$ cat config.mk
export PLATFORM = sky130hd
export DESIGN_NAME = vector_xing_arb
export DESIGN_NICKNAME = d
export VERILOG_FILES = /design/src/rtl/vector_xing_pkg.sv /design/src/rtl/vector_xing_arb_rr_pick.sv /design/src/rtl/vector_xing_arb.sv
export SDC_FILE = /design/constraint.sdc
export NUM_CORES = 1
export LEC_CHECK = 0
export CORE_MARGIN = 4
export CORE_UTILIZATION = 32
export DETAILED_ROUTE_END_ITERATION = 12
export PLACE_DENSITY = 0.55
export REMOVE_ABC_BUFFERS = 1
export SLEW_MARGIN = 10
export SYNTH_ARGS = -nofsm -noshare
export SYNTH_HDL_FRONTEND = slang
export SYNTH_SLANG_ARGS = --single-unit
$ cat constraint.sdc
create_clock -name iclk -period 4.7 [get_ports iclk]
set_clock_uncertainty 0.05 [all_clocks]
set_input_delay 1.175 -clock iclk [delete_from_list [all_inputs] [get_ports iclk]]
set_output_delay 1.175 -clock iclk [all_outputs]
set_load 0.05 [all_outputs]
$ cat src/rtl/vector_xing_pkg.sv
// Shared types for the vector crossing arbiter: FSM state encoding and
// drop-counter width, plus the channel-index width helper.
package vector_xing_pkg;

    typedef enum logic {
        IDLE  = 1'b0,
        OFFER = 1'b1
    } state_t;

    localparam int DROP_CNT_WIDTH = 16;

    function automatic int chan_width(input int n);
        return (n > 1) ? $clog2(n) : 1;
    endfunction

endpackage

$ cat src/rtl/vector_xing_arb_rr_pick.sv
// Combinational round-robin pick: first requester after 'last', wrapping,
// so the most recent winner has the lowest priority.
module rr_pick
    import vector_xing_pkg::*;
#(
    parameter int NUM_REQ   = 4,
    parameter int IDX_WIDTH = chan_width(NUM_REQ)
) (
    input  logic [NUM_REQ-1:0]   req,
    input  logic [IDX_WIDTH-1:0] last,
    output logic [IDX_WIDTH-1:0] grant,
    output logic                 any
);

    logic [IDX_WIDTH-1:0] idx;

    // Walk from the farthest offset down so the nearest requester wins.
    always_comb begin
        // NOTE: every output gets a default first; a missed branch would otherwise infer a latch.
        grant = '0;
        any   = 1'b0;
        idx   = '0;
        for (int i = NUM_REQ; i >= 1; i--) begin
            idx = IDX_WIDTH'((int'(last) + i) % NUM_REQ);
            if (req[idx]) begin
                grant = idx;
                any   = 1'b1;
            end
        end
    end

endmodule

$ cat src/rtl/vector_xing_arb.sv
// N-channel mailbox front end with round-robin forwarding into one push/ready crossing.
// Define VECTOR_XING_ARB_DROP_CNT_EN to add per-channel coalesce drop counters (drop_cnt).
module vector_xing_arb
    import vector_xing_pkg::*;
#(
    parameter int   DATA_WIDTH   = 32,
    parameter int   NUM_CHANNELS = 4,
    parameter int   COALESCE     = 1,
    localparam int  CHAN_WIDTH   = chan_width(NUM_CHANNELS)
) (
    input  logic                               iclk,
    input  logic                               ireset,
    input  logic [NUM_CHANNELS*DATA_WIDTH-1:0] ch_data,
    input  logic [NUM_CHANNELS-1:0]            ch_push,
    output logic [NUM_CHANNELS-1:0]            ch_ready,
    output logic [DATA_WIDTH-1:0]              out_data,
    output logic [CHAN_WIDTH-1:0]              out_chan,
    output logic                               out_push,
    input  logic                               out_ready
`ifdef VECTOR_XING_ARB_DROP_CNT_EN
    ,
    output logic [NUM_CHANNELS*DROP_CNT_WIDTH-1:0] drop_cnt
`endif
);

    state_t                  state, state_next;
    logic [NUM_CHANNELS-1:0] pending;
    logic [DATA_WIDTH-1:0]   mbox [NUM_CHANNELS];
    logic [CHAN_WIDTH-1:0]   last_grant;
    logic [CHAN_WIDTH-1:0]   pick;
    logic                    pick_any;
    logic                    grant_en;
    logic [NUM_CHANNELS-1:0] wr_en;
    logic [NUM_CHANNELS-1:0] grant_vec;

    // With coalescing a pending mailbox still accepts; its old value is simply replaced.
    assign ch_ready  = ireset ? '0 : ((COALESCE != 0) ? '1 : ~pending);
    assign wr_en     = ch_push & ch_ready;
    assign grant_vec = grant_en ? (NUM_CHANNELS'(1) << pick) : '0;
    assign out_push  = (state == OFFER);

    rr_pick #(
        .NUM_REQ   (NUM_CHANNELS),
        .IDX_WIDTH (CHAN_WIDTH)
    ) u_pick (
        .req   (pending),
        .last  (last_grant),
        .grant (pick),
        .any   (pick_any)
    );

    always_comb begin
        state_next = state;
        grant_en   = 1'b0;
        case (state)
            IDLE: begin
                if (pick_any) begin
                    grant_en   = 1'b1;
                    state_next = OFFER;
                end
            end
            OFFER: begin
                if (out_ready) begin
                    if (pick_any) grant_en   = 1'b1;
                    else          state_next = IDLE;
                end
            end
            default: state_next = IDLE;
        endcase
    end

    always_ff @(posedge iclk) begin
        // NOTE: non-blocking assignments so every register samples pre-edge values.
        if (ireset) state <= IDLE;
        else        state <= state_next;
    end

    always_ff @(posedge iclk) begin
        if (ireset) begin
            pending    <= '0;
            out_data   <= '0;
            out_chan   <= '0;
            last_grant <= CHAN_WIDTH'(NUM_CHANNELS - 1);
            // NOTE: mailboxes are reset too, so nothing stale can be forwarded after reset.
            for (int c = 0; c < NUM_CHANNELS; c++) mbox[c] <= '0;
        end else begin
            // A same-edge push and grant on one channel keeps it pending with the new value.
            pending <= (pending & ~grant_vec) | wr_en;
            if (grant_en) begin
                out_data   <= mbox[pick];
                out_chan   <= pick;
                last_grant <= pick;
            end
            for (int c = 0; c < NUM_CHANNELS; c++) begin
                if (wr_en[c]) mbox[c] <= ch_data[c*DATA_WIDTH +: DATA_WIDTH];
            end
        end
    end

`ifdef VECTOR_XING_ARB_DROP_CNT_EN
    logic [NUM_CHANNELS-1:0] drop_ev;

    // Overwriting a value that is being forwarded on this same edge loses nothing.
    assign drop_ev = (COALESCE != 0) ? (wr_en & pending & ~grant_vec) : '0;

    always_ff @(posedge iclk) begin
        if (ireset) begin
            drop_cnt <= '0;
        end else begin
            for (int c = 0; c < NUM_CHANNELS; c++) begin
                if (drop_ev[c] && (drop_cnt[c*DROP_CNT_WIDTH +: DROP_CNT_WIDTH] != '1))
                    drop_cnt[c*DROP_CNT_WIDTH +: DROP_CNT_WIDTH] <=
                        drop_cnt[c*DROP_CNT_WIDTH +: DROP_CNT_WIDTH] + DROP_CNT_WIDTH'(1);
            end
        end
    end
`endif

endmodule

== Word level (Yosys, flattened, before mapping) ==
Memories as Yosys holds them, arrays and structs flattened. A register that Yosys moved wholly into a read port is not among the register bits.
Index checks and enable logic that the tools add are counted.

* Add/sub/neg operators: 4
* Order comparisons: 4
* Bitwise logic cells: 9
* Shift-type cells: 1
* Muxes and demuxes: 41

{| class="wikitable"
|+ Operator list
! operator !! number
|-
| $mux 32 || 4
|-
| $mux 1 || 25
|-
| $lt 2x3->1 const B || 4
|-
| $and 4x4->4 || 2
|-
| $bmux 1 s2 || 4
|-
| $mux 2 || 4
|-
| $mux 4 || 2
|-
| $add 2x1->2 const B || 2
|-
| $add 2x2->2 const B || 2
|-
| $not 4->4 || 1
|-
| $or 1x1->1 || 4
|-
| $or 4x4->4 || 1
|-
| $pmux 1 s2 || 2
|-
| $shl 1x2->4 const A || 1
|-
| $not 1->1 || 1
|}

* Flip-flop bits (word level): 9
* Logic and storage cells: 64
* Memories kept: 1
* Input bits: 135
* RAM bits: 128

{| class="wikitable"
|+ Memory list
! memory !! words !! width !! rd ports !! clocked after Yosys merged registers in !! wr ports !! line !! source
|-
| mbox || 4 || 32 || 1 || 1 || 4 || vector_xing_arb.sv:28 || <nowiki>logic [DATA_WIDTH-1:0] mbox [NUM_CHANNELS];</nowiki>
|}

== Logic depth before layout (Yosys ltp) ==
Gate-level depths: netlist of the first run.

* Depth after elaboration: 14
* Mapped depth: 7

== Cells and area by module ==
A second synthesis of the first run with hierarchy kept.

* Cells, all modules: 448
* Area total of the unflattened synthesis: 6982.9 sq um

{| class="wikitable"
|+ By module, submodules not included
! module !! cells an instance !! area an instance (sq um) !! instances
|-
| vector_xing_arb || 434 || 6891.6 || 1
|-
| rr_pick || 14 || 91.3 || 1
|}

== Least setup slack after synthesis of the first run ==
No wires, ideal clock.

* Path kind: input port to output port
* Start: input port ireset
* End: output port ch_ready[1]
* Slack: 0.813 ns
* Arrival time: 2.662 ns
* Cell stages on the path: 5
* Path buffers: 4
* Path through: clkbuf_1 inv_2 clkbuf_1 clkbuf_1 buf_4

* Word-level cells in the longest chain between the ends: 1

{| class="wikitable"
|+ Ends and longest elaborated chain
! item !! line !! source
|-
| start, declared || vector_xing_arb.sv:12 || <nowiki>input logic ireset,</nowiki>
|-
| $mux 4 || vector_xing_arb.sv:37 || <nowiki>assign ch_ready = ireset ? '0 : ((COALESCE != 0) ? '1 : ~pending);</nowiki>
|-
| end, declared || vector_xing_arb.sv:15 || <nowiki>output logic [NUM_CHANNELS-1:0] ch_ready,</nowiki>
|}

Every way passes these cells.

== Worst setup path in the final report of the first run ==
* Start: input port ireset
* End: output port ch_ready[3]

The elaborated chain is that of the path after synthesis.

==> run_results.csv, run 1 <==
group,metric,value,unit
setup_path,worst_setup_path_start_kind,"primary input",
setup_path,cp-endpoint,"ch_ready[3]",
timing,fin_worst_hold_slack,430,ps
yosys,syn-cell-area,7280,um^2
yosys,synth_top_area_cell,"edfxtp_1",
placement,dp_hpwl,12400,um
global_routing,grt_pass1_wl,30600,um
setup_path,crit_path_end_kind,"output pin",
routing,antenna_left,0,
yosys,synthAdderAreaFrac,0,
clock_tree,path_clk_slew,60,ps
timing,fmax,275,MHz
timing,maxSlewHeadroom,0.337,
setup_path,timing.rr.start,"pending[0]",
setup_path,cp_data_required_time,3470,ps
routing,drt_drc_violations_left,0,
clock_tree,cts.sinks,169,
timing,final_hold_viol_count,0,
yosys,muxShareOfSynthArea,0.0440,
floorplanning,die_w,159,um
setup_path,critPathArrivalTime,2410,ps
clock_tree,cts_tree,"built",
yosys,synthXorXnorAreaFrac,0,
setup_path,critPathMaxFanout,10,
global_routing,grt_max_degree,98,
timing,tns,0,ps
setup_path,worst_r2r_path_depth,6,
placement,place.gp.congestion,0.768,
yosys,synth_top_cells_by_count,"edfxtp_1 (128), and3_1 (97), and2_1 (64)",
yosys,ys_types,33,
finish,num-nets-final,842,
finish,layout-drive-gt1-share,0.0889,
job,maxCapViolCount,0,
clock_tree,cts_resized,0,
global_routing,grt_pass1_vias,5361,
clock_tree,cts_max_path_buffers,2,
floorplanning,num_rows,54,
finish,final_area,9790,um^2
floorplanning,dieArea,25200,um^2
routing,viasPerCell,5.05,
finish,area_delta_synth_final,34.4,%
routing,firstDrtPassIters,4,
yosys,ys_ff_latch,169,
setup_path,rrSetupSlack,1870,ps
yosys,synth_area_leaders,"edfxtp_1 (53%), dfxtp_1 (11%), and3_1 (8.3%)",
timing,period_minus_slack,3630,ps
placement,postPlaceCellArea,9240,um^2
yosys,ys_async_sr_fraction,0,
yosys,synth_edf_count,128,
routing,drtIter0Drc,353,
yosys,synth-seq-area-share,0.641,
clock_tree,cts-root-buf,"clkbuf_16",
status,outcome,"finished, final reports clean",
routing,via_count,5054,
timing,drv_slew,0,
yosys,synth_top_family_by_area,"simple AND/OR/NAND/NOR gates",
yosys,yosysWarnings,0,
power_and_ir_drop,leakage,3.91,nW
clock_tree,postCtsSetupBuffers,0,
floorplanning,core_area,22100,um^2
power_and_ir_drop,ir_drop,0.198,mV
floorplanning,start_util,0.330,
power_and_ir_drop,powerDensity,418,nW/um^2
placement,port_buffers,173,
timing,period_share,0.772,
setup_path,worstSetupStartpoint,"ireset",
clock_tree,cts_made_buffers,17,
routing,avgRoutedWirePerCell,20.1,um
yosys,yosysMostFrequentCell,"edfxtp_1",
routing,postRouteWirelength,20100,um
global_routing,antenna_found_initial,0,
floorplanning,chipHeight,159,um
finish,antennaDiodeCount,0,
clock_tree,clk_latency,420,ps
yosys,synthSimpleGateAreaFrac,0.158,
setup_path,reg2reg_to,"out_data[22]",
clock_tree,htree_levels,4,
timing,final-setup-viol-count,0,
floorplanning,ioPinCount,174,
yosys,syn_inst,558,
yosys,avgSynthCellArea,13.0,um^2
yosys,netlist.area_leader.share,0.528,
global_routing,track_usage,0.156,
worst_hold_path,min_path_type,"reg2reg",
global_routing,grt_overflow,0,
yosys,synth_compound_area_frac,0.118,
timing,rsz0062_at_grt,"false",
clock_tree,hold_buffers,0,
yosys,yosys_most_used_dff,"edfxtp_1",
timing,worst_pin_slew,995,ps
setup_path,crit_type,"in2out",
metrics by stage:
step	setup WS (ps)	instances	power, mW	utilization
2_1_floorplan	745	505	2.40	-
3_3_place_gp	1080	968	2.81	0.418
3_5_place_dp	1060	968	2.83	0.418
4_1_cts	1060	1000	4.14	0.443
5_1_grt	980	1000	4.26	0.443
6_report	1070	1000	4.09	0.443
critical path, stage by stage:
cell	delay [ps]
clkdlybuf4s50_1	750
inv_2	260
buf_12	220
report_power, final:
part / switching (mW) / internal [mW] / total (mW) / leakage, nW
Combinational: 0.580 / 0.368 / 0.947 / 1.93
Clock: 0.550 / 0.757 / 1.31 / 0.257
Sequential: 0.0644 / 1.77 / 1.83 / 1.72
Total: 1.19 / 2.89 / 4.09 / 3.91
flip-flops by register name, summed over array words and instances (netlist names):
signal and cells:
out_push 1, out_data 32, pending 4, out_chan 2
mbox 128, last_grant 2
final cells by class:
| type | instances | area [um^2] |
|---|---|---|
| Clock buffer | 25 | 475 |
| Clock inverter | 7 | 71.3 |
| Fill cell | 2028 | 12300 |
| Inverter | 4 | 15.0 |
| Multi-Input combinational cell | 332 | 2360 |
| Sequential cell | 169 | 4660 |
| Tap cell | 280 | 350 |
| Timing Repair Buffer | 183 | 1850 |
routing by layer:
| layer | track usage | share of wire | vias up |
|---|---|---|---|
| li1 | - | - | 2419 |
| met1 | 0.197 | 0.44 | 2447 |
| met2 | 0.265 | 0.50 | 167 |
| met3 | 0.0397 | 0.052 | 21 |
| met4 | 0.0481 | 0.015 | 0 |
| met5 | 0 | 0 | - |
logic make-up after synthesis:
| family | count (synthesis) |
|---|---|
| AO/OA/AOI/OAI | 115 |
| multiplexers | 32 |
| AND/OR/NAND/NOR | 185 |
| flip-flops | 169 |
| buffers and inverters | 57 |
cell usage in the layout, fill, tap and decap left out, types with 2 or more instances in the layout:
master / Yosys / final
clkinvlp_4: 0 / 3
or2_2: 2 / 2
clkbuf_1: 37 / 6
a211oi_2: 10 / 10
clkbuf_8: 0 / 2
o21ai_1: 4 / 4
inv_1: 3 / 3
and3_1: 97 / 96
nand2_1: 10 / 8
edfxtp_1: 128 / 128
nor2b_4: 0 / 3
clkinv_2: 0 / 2
nand2b_1: 3 / 3
a31o_1: 2 / 2
mux2i_1: 32 / 32
a221oi_1: 32 / 32
a21oi_1: 7 / 6
o21ai_0: 33 / 33
buf_12: 3 / 4
clkbuf_16: 0 / 17
and2_1: 64 / 64
clkdlybuf4s50_1: 0 / 169
nand2_2: 0 / 2
a211oi_1: 22 / 22
buf_4: 3 / 10
dfxtp_1: 41 / 41
worst min path at each step:
| stage | from | end | slack, ps | depth (start not counted) |
|---|---|---|---|---|
| after CTS | out_chan[1] | out_chan[1] | 440 | 2 |
| after detailed placement | out_chan[1] | out_chan[1] | 430 | 2 |
| after global routing | out_chan[1] | out_chan[1] | 460 | 2 |
| final | out_chan[1] | out_chan[1] | 430 | 2 |
| after global placement | out_chan[1] | out_chan[1] | 420 | 2 |
| after floorplan | pending[2] | pending[2] | 430 | 2 |
Note: power is estimated with default switching activity, not from simulation.
==> inputs of run 2 (changes only) <==
--- a/config.mk
+++ b/config.mk
@@ -8,7 +8,7 @@
 export CORE_MARGIN = 4
 export CORE_UTILIZATION = 32
 export DETAILED_ROUTE_END_ITERATION = 12
-export PLACE_DENSITY = 0.55
+export PLACE_DENSITY = 0.57
 export REMOVE_ABC_BUFFERS = 1
 export SLEW_MARGIN = 10
 export SYNTH_ARGS = -nofsm -noshare
==> constraint.sdc (replaced) <==
create_clock -name iclk -period 3.2 [get_ports iclk]
set_clock_uncertainty 0.05 [all_clocks]
set_input_delay 0.8 -clock iclk [delete_from_list [all_inputs] [get_ports iclk]]
set_output_delay 0.8 -clock iclk [all_outputs]
set_load 0.05 [all_outputs]
==> run 2 against run 1 <==
Via count increased by 1.8%; worst hold slack got worse by 18 ps; wire length increased by 2.7%; combinational power increased by 50%; clock power increased by 40%; cell count increased by 1.0%; worst setup slack got worse by 620 ps; global-route usage increased by 0.78 points; sequential share of layout area decreased by 0.45 points; critical path type is now reg2reg; register-to-register slack got worse by 1400 ps; critical endpoint is now out_data[2]; highest routed layer unchanged.
==> run_results.csv, run 2 (synthesized netlist as in run 1, its figures left out) <==
group,metric,value,unit
status,outcome,"finished, final reports clean",
setup_path,crit_family,"compound AO/OA/AOI/OAI gates",
floorplanning,num_rows,54,
global_routing,grt_max_degree,37,
placement,place.gp.congestion,0.729,
clock_tree,postCtsSetupBuffers,0,
timing,final-setup-viol-count,0,
timing,tns,0,ps
setup_path,critPathMaxFanout,35,
routing,met3_length,1050,um
setup_path,crit_buf_inv,0,
clock_tree,htree_levels,4,
timing,period_minus_slack,2750,ps
setup_path,critPathArrivalTime,3000,ps
setup_path,cp_slowest_stage_delay,840,ps
routing,wl_met2,10500,um
routing,met1Wirelength,8830,um
power_and_ir_drop,ir_drop,0.291,mV
routing,postRouteWirelength,20700,um
timing,drv_slew,0,
floorplanning,ioPinCount,174,
timing,worst_pin_slew,905,ps
finish,regMostFlops,"mbox",
power_and_ir_drop,leakage,3.97,nW
finish,fillers,2040,
global_routing,grt_pass1_wl,32300,um
power_and_ir_drop,power.total,5.94,mW
clock_tree,cts_made_buffers,17,
routing,drtIter0Drc,282,
finish,final_area,9880,um^2
finish,largest_reg_flops,128,
setup_path,cp_data_required_time,3450,ps
routing,antenna_left,0,
finish,top_regs,"mbox x128, out_data x32, pending x4",
floorplanning,die_w,159,um
clock_tree,cts_resized,0,
setup_path,worstSetupStartpoint,"last_grant[1]",
setup_path,timing.rr.start,"last_grant[1]",
worst_hold_path,hold_path.startpoint,"out_chan[1]",
placement,port_buffers,173,
setup_path,slowest_stage,"nand3_2",
global_routing,antenna_found_initial,0,
timing,fmax,363,MHz
routing,avgRoutedWirePerCell,20.5,um
setup_path,crit_type,"reg2reg",
placement,dp_hpwl,13800,um
timing,rsz0062_at_grt,"false",
clock_tree,cts_tree,"built",
job,maxCapViolCount,0,
setup_path,crit_path_end_kind,"register",
global_routing,track_usage,0.164,
routing,drt_drc_violations_left,0,
finish,area_delta_synth_final,35.7,%
setup_path,path_cells,"nand2b_1 -> a21o_1 -> nand3_2 -> a221oi_1 -> a211oi_2",
floorplanning,core_area,22100,um^2
clock_tree,hold_buffers,0,
routing,routed.top_layer,"met4",
global_routing,grt_overflow,0,
clock_tree,path_clk_slew,60,ps
routing,firstDrtPassIters,5,
finish,antennaDiodeCount,0,
power_and_ir_drop,powerDensity,601,nW/um^2
timing,maxSlewHeadroom,0.397,
worst_hold_path,min_path_type,"reg2reg",
setup_path,worst_setup_path_start_kind,"register",
finish,mostFrequentLayoutCells,"clkdlybuf4s50_1 (169), edfxtp_1 (128), and3_1 (96)",
clock_tree,cts.sinks,169,
timing,fin_worst_hold_slack,412,ps
routing,viasPerCell,5.09,
clock_tree,cts-root-buf,"clkbuf_16",
routing,via_count,5144,
timing,period_share,0.860,
timing,final_hold_viol_count,0,
placement,postPlaceCellArea,9370,um^2
clock_tree,clk_latency,430,ps
global_routing,grt_pass1_vias,5611,
finish,layout-drive-gt1-share,0.105,
floorplanning,dieArea,25200,um^2
finish,num-nets-final,852,
finish,final_common_cell,"clkdlybuf4s50_1",
floorplanning,chipHeight,159,um
clock_tree,cts_max_path_buffers,2,
floorplanning,start_util,0.330,
run 2: cell type report:
type                       count  area [um^2]  share of cell area
clock inverter                13         82.6             0.00836
inverter                       4         15.0             0.00152
sequential                   169         4660               0.472
tap                          280          350              0.0355
clock buffer                  19          433              0.0438
timing repair buffer         193         1970               0.200
multi-input combinational    332         2360               0.239
run 2: per-layer routing:
layer / GRT usage / vias up
met1: 0.202 / 2508
met3: 0.0430 / 21
met2: 0.288 / 173
met4: 0.0398 / 0
met5: 0 / -
li1: - / 2442
run 2: path summary, 6_finish.rpt:
check	end	slack [ps]	depth (start not counted)
setup reg to reg	out_data[2]	450	5
hold reg to reg	out_chan[1]	410	2
setup / recovery	out_data[2]	450	5
hold / removal	out_chan[1]	410	2
run 2: stage by stage:
stage,util,setup WS [ps],instances
after detailed placement,0.424,453,978
final,0.447,447,1010
after CTS,0.447,422,1010
after global routing,0.447,227,1010
after floorplan,-,-380,505
after global placement,0.424,520,978
run 2: worst min-delay path: stages (launching register included):
cell	delay [ps]
dfxtp_1	310
nand2_1	50
a21oi_1	50
run 2: power by group:
group	total [mW]	internal, mW	switching [mW]
Clock	1.83	0.982	0.843
Sequential	2.70	2.60	0.0971
Combinational	1.42	0.559	0.862
Total	5.94	4.14	1.80
==> inputs of run 3 (changes only) <==
--- a/config.mk
+++ b/config.mk
@@ -9,6 +9,7 @@
 export CORE_UTILIZATION = 32
 export DETAILED_ROUTE_END_ITERATION = 12
 export PLACE_DENSITY = 0.57
+export RECOVER_POWER = 25
 export REMOVE_ABC_BUFFERS = 1
 export SLEW_MARGIN = 10
 export SYNTH_ARGS = -nofsm -noshare
==> constraint.sdc (replaced) <==
create_clock -name iclk -period 2.4 [get_ports iclk]
set_clock_uncertainty 0.05 [all_clocks]
set_input_delay 0.6 -clock iclk [delete_from_list [all_inputs] [get_ports iclk]]
set_output_delay 0.6 -clock iclk [all_outputs]
set_load 0.05 [all_outputs]
==> run 3 against run 2 <==
Critical path type is now in2out; critical path depth down 1; register-to-register slack worse by 20 ps; sequential share of layout area fell by 0.46 points; largest cell class unchanged.
==> run_results.csv, run 3 (synthesized netlist as in run 1, its figures left out) <==
group,metric,value,unit
setup_path,crit_type,"in2out",
routing,postRouteWirelength,20100,um
clock_tree,cts_made_buffers,17,
clock_tree,path_clk_slew,60,ps
floorplanning,start_util,0.330,
timing,final_hold_viol_count,0,
finish,multi_input_area,2360,um^2
placement,place.gp.congestion,0.727,
power_and_ir_drop,ir_drop,0.347,mV
routing,viasPerCell,4.97,
timing,final-setup-viol-count,0,
clock_tree,cts-root-buf,"clkbuf_16",
global_routing,grt_max_degree,58,
finish,final_area,9980,um^2
setup_path,critPathMaxFanout,20,
finish,largest_reg_flops,128,
routing,drtIter0Drc,285,
global_routing,track_usage,0.157,
clock_tree,hold_buffers,0,
setup_path,critPathArrivalTime,1650,ps
finish,top_regs,"mbox x128, out_data x32, pending x4",
placement,dp_hpwl,13000,um
finish,mostFrequentLayoutCells,"clkdlybuf4s50_1 (168), edfxtp_1 (128), and3_1 (96)",
clock_tree,htree_levels,4,
floorplanning,die_w,159,um
worst_hold_path,min_path_type,"reg2reg",
floorplanning,core_area,22100,um^2
floorplanning,num_rows,54,
finish,final_common_cell,"clkdlybuf4s50_1",
finish,num-nets-final,856,
routing,antenna_left,0,
timing,period_minus_slack,2300,ps
routing,firstDrtPassIters,5,
power_and_ir_drop,powerDensity,837,nW/um^2
placement,port_buffers,173,
setup_path,crit_path_end_kind,"output pin",
finish,fillers,1980,
clock_tree,cts_resized,0,
finish,regArea,4660,um^2
finish,antennaDiodeCount,0,
routing,via_count,5036,
placement,postPlaceCellArea,9450,um^2
floorplanning,dieArea,25200,um^2
setup_path,cp_data_required_time,1750,ps
routing,drt_drc_violations_left,0,
routing,avgRoutedWirePerCell,19.8,um
setup_path,worst_setup_path_start_kind,"primary input",
clock_tree,postCtsSetupBuffers,0,
job,maxCapViolCount,0,
routing,met3_length,1060,um
global_routing,grt_overflow,0,
clock_tree,cts_tree,"built",
timing,drv_slew,0,
floorplanning,ioPinCount,174,
global_routing,grt_pass1_vias,5488,
floorplanning,chipHeight,159,um
global_routing,antenna_found_initial,0,
routing,routed.top_layer,"met4",
status,outcome,"finished, final reports clean",
timing,tns,0,ps
timing,worst_pin_slew,945,ps
timing,rsz0062_at_grt,"false",
finish,layout-drive-gt1-share,0.101,
timing,maxSlewHeadroom,0.370,
clock_tree,clk_latency,410,ps
finish,area_delta_synth_final,37.1,%
clock_tree,cts_max_path_buffers,2,
global_routing,grt_pass1_wl,30900,um
timing,fmax,435,MHz
routing,wl_met2,10200,um
finish,regMostFlops,"mbox",
power_and_ir_drop,leakage,4.02,nW
routing,met1Wirelength,8550,um
clock_tree,cts.sinks,169,
timing,period_share,0.958,
run 3: cell types whose count changed in the layout (fill, tap and decap cells not counted), moves of 3 or more:
| cell | delta |
|---|---|
| buf_4 | -3 |
| clkbuf_2 | +3 |
| bufinv_16 | +4 |
| clkinv_2 | -5 |
| clkinvlp_4 | -3 |
| clkbuf_1 | +3 |
run 3: metal layers:
metal / up-vias / GRT usage
li1: 2447 / -
met1: 2408 / 0.201
met2: 164 / 0.270
met3: 17 / 0.0347
met4: 0 / 0.0473
met5: - / 0
run 3: cell type report:
cell class	count	area share
Tap cell	280	0.0351
Clock inverter	12	0.0172
Sequential cell	169	0.467
Clock buffer	20	0.0438
Inverter	4	0.00150
Multi-Input combinational cell	332	0.236
Timing Repair Buffer	197	0.199
run 3: path summary, 6_finish.rpt:
check,start,endpoint,slack (ps),cells past startpoint
worst max-delay path,ireset,ch_ready[2],100,4
worst min-delay path,out_chan[1],out_chan[1],430,2
worst max register to register,pending[0],out_data[23],430,6
worst min register to register,out_chan[1],out_chan[1],430,2
run 3: stage by stage:
stage               instances  setup WS, ps  utilization  hold slack, ps  total power, mW
finish                   1014           101        0.452             428             8.35
global route             1014          70.7        0.452             481             8.71
CTS                      1014           117        0.455             432             8.47
detailed placement        982          8.69        0.428             424             5.61
global placement          982           103        0.428             413             5.58
floorplan                 505          -980            -             428             4.70
run 3: report_power, final:
part	switching (mW)	internal, mW
registers	0.123	3.47
logic	1.15	0.777
clock network	1.10	1.74
run 3: worst max-delay path, stage by stage:
cell           delay [ps]
dlygate4sd3_1         580
inv_2                 130
buf_12                180
buf_12                150
